**config.mk**
```make
export PLATFORM = sky130hd
export DESIGN_NAME = result_packer
export DESIGN_NICKNAME = d
export VERILOG_FILES = /design/src/rtl/result_packer.sv
export SDC_FILE = /design/constraint.sdc
export NUM_CORES = 2
export LEC_CHECK = 0
export BUFFER_PORTS_ARGS = -buffer_cell sky130_fd_sc_hd__buf_2
export CAP_MARGIN = 0
export CORE_MARGIN = 2
export CORE_UTILIZATION = 35
export CTS_CLUSTER_DIAMETER = 60
export DETAILED_ROUTE_END_ITERATION = 8
export PLACE_DENSITY_LB_ADDON = 0.2
export SETUP_SLACK_MARGIN = 0.02
export SYNTH_ARGS = -nofsm -noshare
export SYNTH_HDL_FRONTEND = slang
export SYNTH_SLANG_ARGS = --single-unit
export TNS_END_PERCENT = 1
```
**constraint.sdc**
```tcl
create_clock -name clk -period 3.1 [get_ports clk]
set_input_delay 0.155 -clock clk [delete_from_list [all_inputs] [get_ports clk]]
set_output_delay 0.155 -clock clk [all_outputs]
set_load 0.01 [all_outputs]
```
**src/rtl/result_packer.sv**
```systemverilog
// Packs per-channel byte writes into 128-bit words; one hold slot per channel, round-robin into one output register.
// Latency: completing write at edge N lands in hold at N, pk_valid after N+1. Stall: pk_ready=0 freezes outputs; a flush into a full hold is dropped and flagged in overflow.
// Build option: RESULT_PACKER_STATS_EN enables the pk_words accepted-word counter.
module result_packer #(
    parameter int WORD_ADDR_W = 12
) (
    input  logic                   clk,
    input  logic                   rst,
    input  logic                   output_we_0,
    input  logic                   output_we_1,
    input  logic                   output_we_2,
    input  logic [15:0]            output_addr_0,
    input  logic [15:0]            output_addr_1,
    input  logic [15:0]            output_addr_2,
    input  logic [7:0]             y_0,
    input  logic [7:0]             y_1,
    input  logic [7:0]             y_2,
    input  logic                   flush_req,
    output logic                   pk_valid,
    input  logic                   pk_ready,
    output logic [127:0]           pk_data,
    output logic [15:0]            pk_mask,
    output logic [WORD_ADDR_W-1:0] pk_addr,
    output logic [1:0]             pk_chan,
    output logic [2:0]             overflow,
    output logic [15:0]            pk_words
);
    localparam int NCH = 3;

    typedef struct packed {
        logic [127:0]           data;
        logic [15:0]            mask;
        logic [WORD_ADDR_W-1:0] addr;
    } word_t;

    logic [NCH-1:0] we;
    logic [15:0]    wr_addr [NCH];
    logic [7:0]     wr_byte [NCH];

    assign we         = {output_we_2, output_we_1, output_we_0};
    assign wr_addr[0] = output_addr_0;
    assign wr_addr[1] = output_addr_1;
    assign wr_addr[2] = output_addr_2;
    assign wr_byte[0] = y_0;
    assign wr_byte[1] = y_1;
    assign wr_byte[2] = y_2;

    word_t          acc_q  [NCH];
    word_t          acc_d  [NCH];
    word_t          hold_q [NCH];
    word_t          hold_d [NCH];
    logic [NCH-1:0] busy_q, busy_d;
    logic [NCH-1:0] hold_vld_q, hold_vld_d;
    logic [NCH-1:0] ovf_q, ovf_d;
    word_t          out_q, out_d;
    logic           out_vld_q, out_vld_d;
    logic [1:0]     out_chan_q, out_chan_d;
    logic [1:0]     last_q, last_d;

    logic           out_free;
    logic [NCH-1:0] grant;
    logic [1:0]     gnt_idx;
    logic [2:0]     cand;

    assign out_free = !out_vld_q || pk_ready;

    // Round-robin: search starts at the channel after the last one granted.
    always_comb begin
        grant   = '0;
        gnt_idx = last_q;
        cand    = '0;
        if (out_free) begin
            for (int k = 1; k <= NCH; k++) begin
                cand = {1'b0, last_q} + 3'(k);
                if (cand >= 3'(NCH)) cand = cand - 3'(NCH);
                if (grant == '0 && hold_vld_q[cand[1:0]]) begin
                    grant[cand[1:0]] = 1'b1;
                    gnt_idx          = cand[1:0];
                end
            end
        end
    end

    always_comb begin
        word_t                  merged;
        logic                   flush_old;
        logic                   flush_new;
        logic                   hold_free;
        logic [3:0]             lane;
        logic [WORD_ADDR_W-1:0] waddr;
        for (int c = 0; c < NCH; c++) begin
            acc_d[c]      = acc_q[c];
            busy_d[c]     = busy_q[c];
            hold_d[c]     = hold_q[c];
            hold_vld_d[c] = hold_vld_q[c] & ~grant[c];
            ovf_d[c]      = ovf_q[c];
            lane          = wr_addr[c][3:0];
            waddr         = WORD_ADDR_W'(wr_addr[c][15:4]);
            merged        = acc_q[c];
            flush_old     = 1'b0;
            flush_new     = 1'b0;
            if (we[c]) begin
                flush_old = busy_q[c] && (acc_q[c].addr != waddr);
                if (!busy_q[c] || flush_old) begin
                    merged      = '0;
                    merged.addr = waddr;
                end
                merged.data[{lane, 3'b000} +: 8] = wr_byte[c];
                merged.mask[lane]                = 1'b1;
                flush_new = (lane == 4'hF) || flush_req;
                acc_d[c]  = merged;
                busy_d[c] = !flush_new;
            end else if (flush_req && busy_q[c]) begin
                flush_new = 1'b1;
                busy_d[c] = 1'b0;
            end
            // The displaced old word claims hold first; a second flush in the same cycle finds it full.
            hold_free = !hold_vld_q[c] || grant[c];
            if (flush_old) begin
                if (hold_free) begin
                    hold_d[c]     = acc_q[c];
                    hold_vld_d[c] = 1'b1;
                    hold_free     = 1'b0;
                end else begin
                    ovf_d[c] = 1'b1;
                end
            end
            if (flush_new) begin
                if (hold_free) begin
                    hold_d[c]     = merged;
                    hold_vld_d[c] = 1'b1;
                end else begin
                    ovf_d[c] = 1'b1;
                end
            end
        end
    end

    always_comb begin
        out_d      = out_q;
        out_vld_d  = out_vld_q && !pk_ready;
        out_chan_d = out_chan_q;
        last_d     = last_q;
        if (grant != '0) begin
            out_d      = hold_q[gnt_idx];
            out_vld_d  = 1'b1;
            out_chan_d = gnt_idx;
            last_d     = gnt_idx;
        end
    end

    // last_q reset to 2 so that channel 0 is first in line.
    always_ff @(posedge clk or negedge rst) begin
        if (!rst) begin
            for (int c = 0; c < NCH; c++) begin
                acc_q[c]  <= '0;
                hold_q[c] <= '0;
            end
            busy_q     <= '0;
            hold_vld_q <= '0;
            ovf_q      <= '0;
            out_q      <= '0;
            out_vld_q  <= 1'b0;
            out_chan_q <= '0;
            last_q     <= 2'd2;
        end else begin
            for (int c = 0; c < NCH; c++) begin
                acc_q[c]  <= acc_d[c];
                hold_q[c] <= hold_d[c];
            end
            busy_q     <= busy_d;
            hold_vld_q <= hold_vld_d;
            ovf_q      <= ovf_d;
            out_q      <= out_d;
            out_vld_q  <= out_vld_d;
            out_chan_q <= out_chan_d;
            last_q     <= last_d;
        end
    end

    assign pk_valid = out_vld_q;
    assign pk_data  = out_q.data;
    assign pk_mask  = out_q.mask;
    assign pk_addr  = out_q.addr;
    assign pk_chan  = out_chan_q;
    assign overflow = ovf_q;

`ifdef RESULT_PACKER_STATS_EN
    logic [15:0] words_q, words_d;

    always_comb begin
        words_d = words_q;
        if (out_vld_q && pk_ready) words_d = words_q + 16'd1;
    end

    always_ff @(posedge clk or negedge rst) begin
        if (!rst) words_q <= '0;
        else      words_q <= words_d;
    end

    assign pk_words = words_q;
`else
    assign pk_words = '0;
`endif

endmodule
```
# == Word-level counts from Yosys, hierarchy flattened ==
# Cells that the tools add are included.
# classes
mux,104
eq_ne,6
shifts,6
bitwise,12
magnitude_cmp,16
n_reduce_logical,42
n_addsub,9
# op_table
operator,n
$mux 156,23
$bwmux 128,3
$shift 8x9->128 const A,3
$shiftx 8x9->128,3
$bmux 156 s2,1
$mux 1,52
$or 16x16->16,3
$ne 12x12->1,3
$neg 7->9,3
$mux 2,10
$mux 3,6
$logic_and 1x1->1,15
$lt 4x5->1 const B,3
$demux 1 s4,3
$eq 4x4->1 const B,3
$ge 4x1->1 const B,3
$logic_not 1->1,11
$logic_or 1x1->1,10
$ge 3x2->1 const B,3
$lt 2x3->1 const B,3
$add 2x2->3 const B,2
$bmux 1 s2,3
$demux 1 s2,3
$ge 2x1->1 const B,3
10 further kinds,20
# totals
regBits,1106
output_inout_bits,178
wordCells,224

# == Longest topological paths before layout ==
# logic_depth
word_depth,24
ltp_mapped,14
mapped_depth_nobuf,9

# == Least setup slack after synthesis ==
# Ideal clock, no wire load.
# synth_timing
kind,flip-flop to flip-flop
start,register pk_chan[0] (netlist name)
end,register hold_q[298] (netlist name)
path_slack_ps,-328
arrival_ps,3304
setup_time_ps,125
path_stages_with_launch,14
required_ps,2975
cell_sequence,dfrtp_1 -> clkbuf_1 -> inv_1 -> ha_1 -> buf_2 -> a21bo_2 -> and2_1 -> a221oi_4 -> nand3_1 -> a31oi_1 -> buf_2 -> buf_4 -> mux2_2 -> mux2_2
# synth_rtl
item,line,source
"end signal, assigned by index",169,hold_q[c] <= hold_d[c];
"end, declared",50,word_t hold_q [NCH];

# == Worst setup path after layout ==
# layout_timing
start,register last_q[1]
end,"register out_q, in the netlist pk_data[18]"
# layout_between
elab_chain_cells,22
word_cells_on_any_way,57
# layout_lines
item,line,source
"start, declared",58,"logic [1:0] last_q, last_d;"
"start signal, assigned",177,last_q <= last_d;
$add 2x1->3,74,"cand = {1'b0, last_q} + 3'(k);"
$ge 3x2->1 / $sub 2x2->2 (equally long branches),75,if (cand >= 3'(NCH)) cand = cand - 3'(NCH);
$mux 2,75,
$mux 2,72,if (out_free) begin
$lt 2x3->1 (not written as such) / $ge 2x1->1 (equally long branches),77,grant[cand[1:0]] = 1'b1;
$logic_and 1x1->1 (not written as such),77,
$mux 1 (not written as such),77,
$demux 1 s2,77,
(+5 left out),n/a,
$mux 3,72,
$logic_not 3->1,76,if (grant == '0 && hold_vld_q[cand[1:0]]) begin
$logic_and 1x1->1,76,
$mux 2,76,
$mux 2,72,
$not 2->3 (not written as such),145,out_d = hold_q[gnt_idx];
$bmux 156 s2,145,
$mux 156 (not written as such) (2 in series),145,
"end signal, assigned",174,out_q <= out_d;
"end, declared",55,"word_t out_q, out_d;"
# Several ways; a longest one is shown, not always the timed one. The select of a mux whose other input is x is not followed.
# A chain may end at the register's enable or synchronous reset.

==> out/metrics.cfg <==
[sta]
drv_slew = 0
fin_worst_skew_ns = 0.0331
setup_violations = 448
hold_viol = 0
worst_hold_slack_ns = 0.0859
clock.fmax_ghz = 0.300
min_period_over_period_pct = 107
tightest_slew_ns = 0.824
layout_setup_ws_ns = -0.230
slew_headroom_pct = 44.7
fin_crit_ns = 3.33
rsz0062_at_grt = yes

[clock_tree]
cts_sinks = 1105
numCtsBuffers = 121
htreeDepth = 3
clkTransAtPathRegs_ns = 0.06
clock_latency_ns = 0.75
cts_root_buf = clkbuf_16
max-clock-path-buffers = 3
cts_tree = yes

[floorplan]
die_h_microns = 384
die_width_microns = 384
dieArea_sq_um = 148000
rows = 139
core_sq_um = 143000
io-pin-count = 257
initial_core_util_pct = 35.3

[layout]
ff_latch_area_sq_um = 27700
area_growth_pct = 24.2
fin_nets = 5162
drive_gt1_share_pct = 24.9
multi_input_area_sq_um = 21400
diodes = 0
fill_cells = 13454

[detailed_routing]
route.detailed.drc = 0
vias_per_cell = 5.75
dr.pass1.iters = 6
drt-initial-drc-count = 4343
wl_per_cell_microns = 27.6
ant_nets = 0
wl_microns = 195000
num_vias = 40657

[logic_synthesis]
synthXorXnorAreaFrac_pct = 0.779
synth_top_cell_area_share_pct = 54.6
synth_flop_cell = dfrtp_1
synth_top_family_by_area = compound AO/OA/AOI/OAI gates
ys_seq_area_share_pct = 54.7
post-synth-top-count-cell = dfrtp_1
synth_compound_area_share_pct = 20.5
synth_adder_area_share_pct = 0.594
syn_area_sq_um = 50600
postSynthCellCount = 4562
async_flop_share_pct = 100
ys_ff_latch = 1105
synth_edf_count = 0
yosys.area.top_type = dfrtp_1
yosysWarnings = 0
synth.area.mux_share_pct = 11.0
yosys-top-cells-count = 1,104 x dfrtp_1, 609 x nand2_1, 286 x o21ai_0
synthDistinctLibCells = 68
synth.avg_cell_area_sq_um = 11.1
yosys.area_share.simple_pct = 7.49
yosys-top-cells-area = dfrtp_1 55%, nand2_1 4.5%, mux2_2 3.9%

[global_routing]
grt_overflow = 0
antenna_found_initial = 16
grt_pass1_wl_microns = 285000
grt_max_degree = 115
grt_pass1_vias = 39831
track_usage_pct = 26.1

[placement]
hpwl_microns = 140000
gp_congestion = 0.894
port_buffers = 240
preCtsSetupSlack_ns = -0.635

[power]
pwr-share-comb_pct = 45.8
switching_power_w = 0.0247
pwr-share-clk_pct = 23.7
leakagePower_nw = 29.2
switching_share_pct = 39.1
peakVddDrop_mv = 1.26
powerDensity_nw_per_um2 = 1010
pwr-share-seq_pct = 30.5
intPower_w = 0.0385

[setup_path]
critPathKind = flip-flop to flip-flop
end_kind = flip-flop
ff2ff_setup_slack_ns = -0.23
worst_setup_path_start_kind = flip-flop
cp_data_required_time_ns = 3.70
crit_fanout = 8
crit_arrival_ns = 3.93

[status]
violations = setup timing
outcome = complete, but fails checks

[flow_run]
max_cap_violations = 0

[worst_hold_path]
hold_class = primary input to flip-flop

layout make-up:
class | instances | share of cell area (%)
multi-input cells | 2887 | 34.0
repair buffers | 742 | 10.5
clock buffers | 180 | 5.59
clock inverters | 46 | 0.930
inverters | 202 | 1.21
well taps | 1903 | 3.79
flip-flops and latches | 1105 | 44.0
metrics by stage:
stage	power [W]	setup TNS (ns)	area [sq um]	instances	util, %
finish	0.0633	-32.76	62800	7065	43.8
global placement	0.0442	-54.91	56700	6734	39.5
floorplan	0.0322	0	50800	4577	-
CTS	0.0620	-23.74	62400	7061	43.5
global route	0.0658	-84.72	62800	7065	43.8
detailed placement	0.0445	-61.43	56700	6734	39.5
worst paths after layout:
check,start,end,cells after the start
max in group asynchronous,rst,acc_q[138],5
worst min register to register,acc_q[153],acc_q[153],1
worst max-delay path,last_q[1],pk_data[18],14
min in group asynchronous,rst,acc_q[216],3
worst max register to register,last_q[1],pk_data[18],14
worst min-delay path,pk_ready,pk_valid,4
per-layer routing:
metal  wire, microns  global-route usage (%)
met1           86900                    37.7
met3           13500                    4.10
met2           86800                    39.3
met4            7780                    9.80
met5             147                   0.487
power groups by stage:
stage	Combinational, W	Sequential (W)	Clock (W)
after detailed placement	0.0251	0.0194	0
after global placement	0.0249	0.0193	0
after global routing	0.0305	0.0195	0.0158
after floorplan	0.0136	0.0186	0
after CTS	0.0276	0.0192	0.0152
final	0.0290	0.0193	0.0150
registers in the layout, summed over array words and instances, names as in the netlist:
| signal | flops |
|---|---|
| pk_valid | 1 |
| pk_data | 128 |
| pk_chan | 2 |
| hold_q | 468 |
| last_q | 1 |
| hold_vld_q | 3 |
| busy_q | 3 |
| acc_q | 468 |
| pk_mask | 16 |
| overflow | 3 |
| pk_addr | 12 |
worst max-delay path, cell delays in order (launching register included):
cell and delay (ns):
dfstp_2 0.55, inv_4 0.05, ha_4 0.29, buf_6 0.12, nor2b_4 0.04, a22o_4 0.22, a221oi_4 0.34, buf_6 0.16
a31oi_4 0.10, mux2i_4 0.21, buf_12 0.13, buf_16 0.17, buf_8 0.21, mux2i_1 0.39, o221ai_1 0.18
placed cells by master, fill, tap and decap left out, types with 127 or more instances in the layout:
cell type and count:
dfrtp_1 1104, nand2_1 605, buf_4 306, o21ai_0 286, buf_2 239, a22oi_1 224
inv_1 199, mux2_2 166, o221ai_1 146, o2bb2ai_1 139, o22ai_1 138, nor2_1 134
clkbuf_16 127
repair_timing:
action | 4_1_cts | 5_1_grt
resized for setup | 122 | 74
endpoints found under the hold margin | 835 | 0
buffers inserted | 24 | 3
hold buffers | 73 | 0
pin swaps | 47 | 24
cloned | 4 | 3
endpoints found under the setup margin | 438 | 623
logic make-up after synthesis:
family,count (synthesis)
other,1
buffers and inverters,585
AO/OA/AOI/OAI,1403
AND/OR/NAND/NOR,918
XOR/XNOR,45
adder cells (fa/ha/maj),24
multiplexers,481
flip-flops,1105
Note: power is estimated with default switching activity, not from simulation.
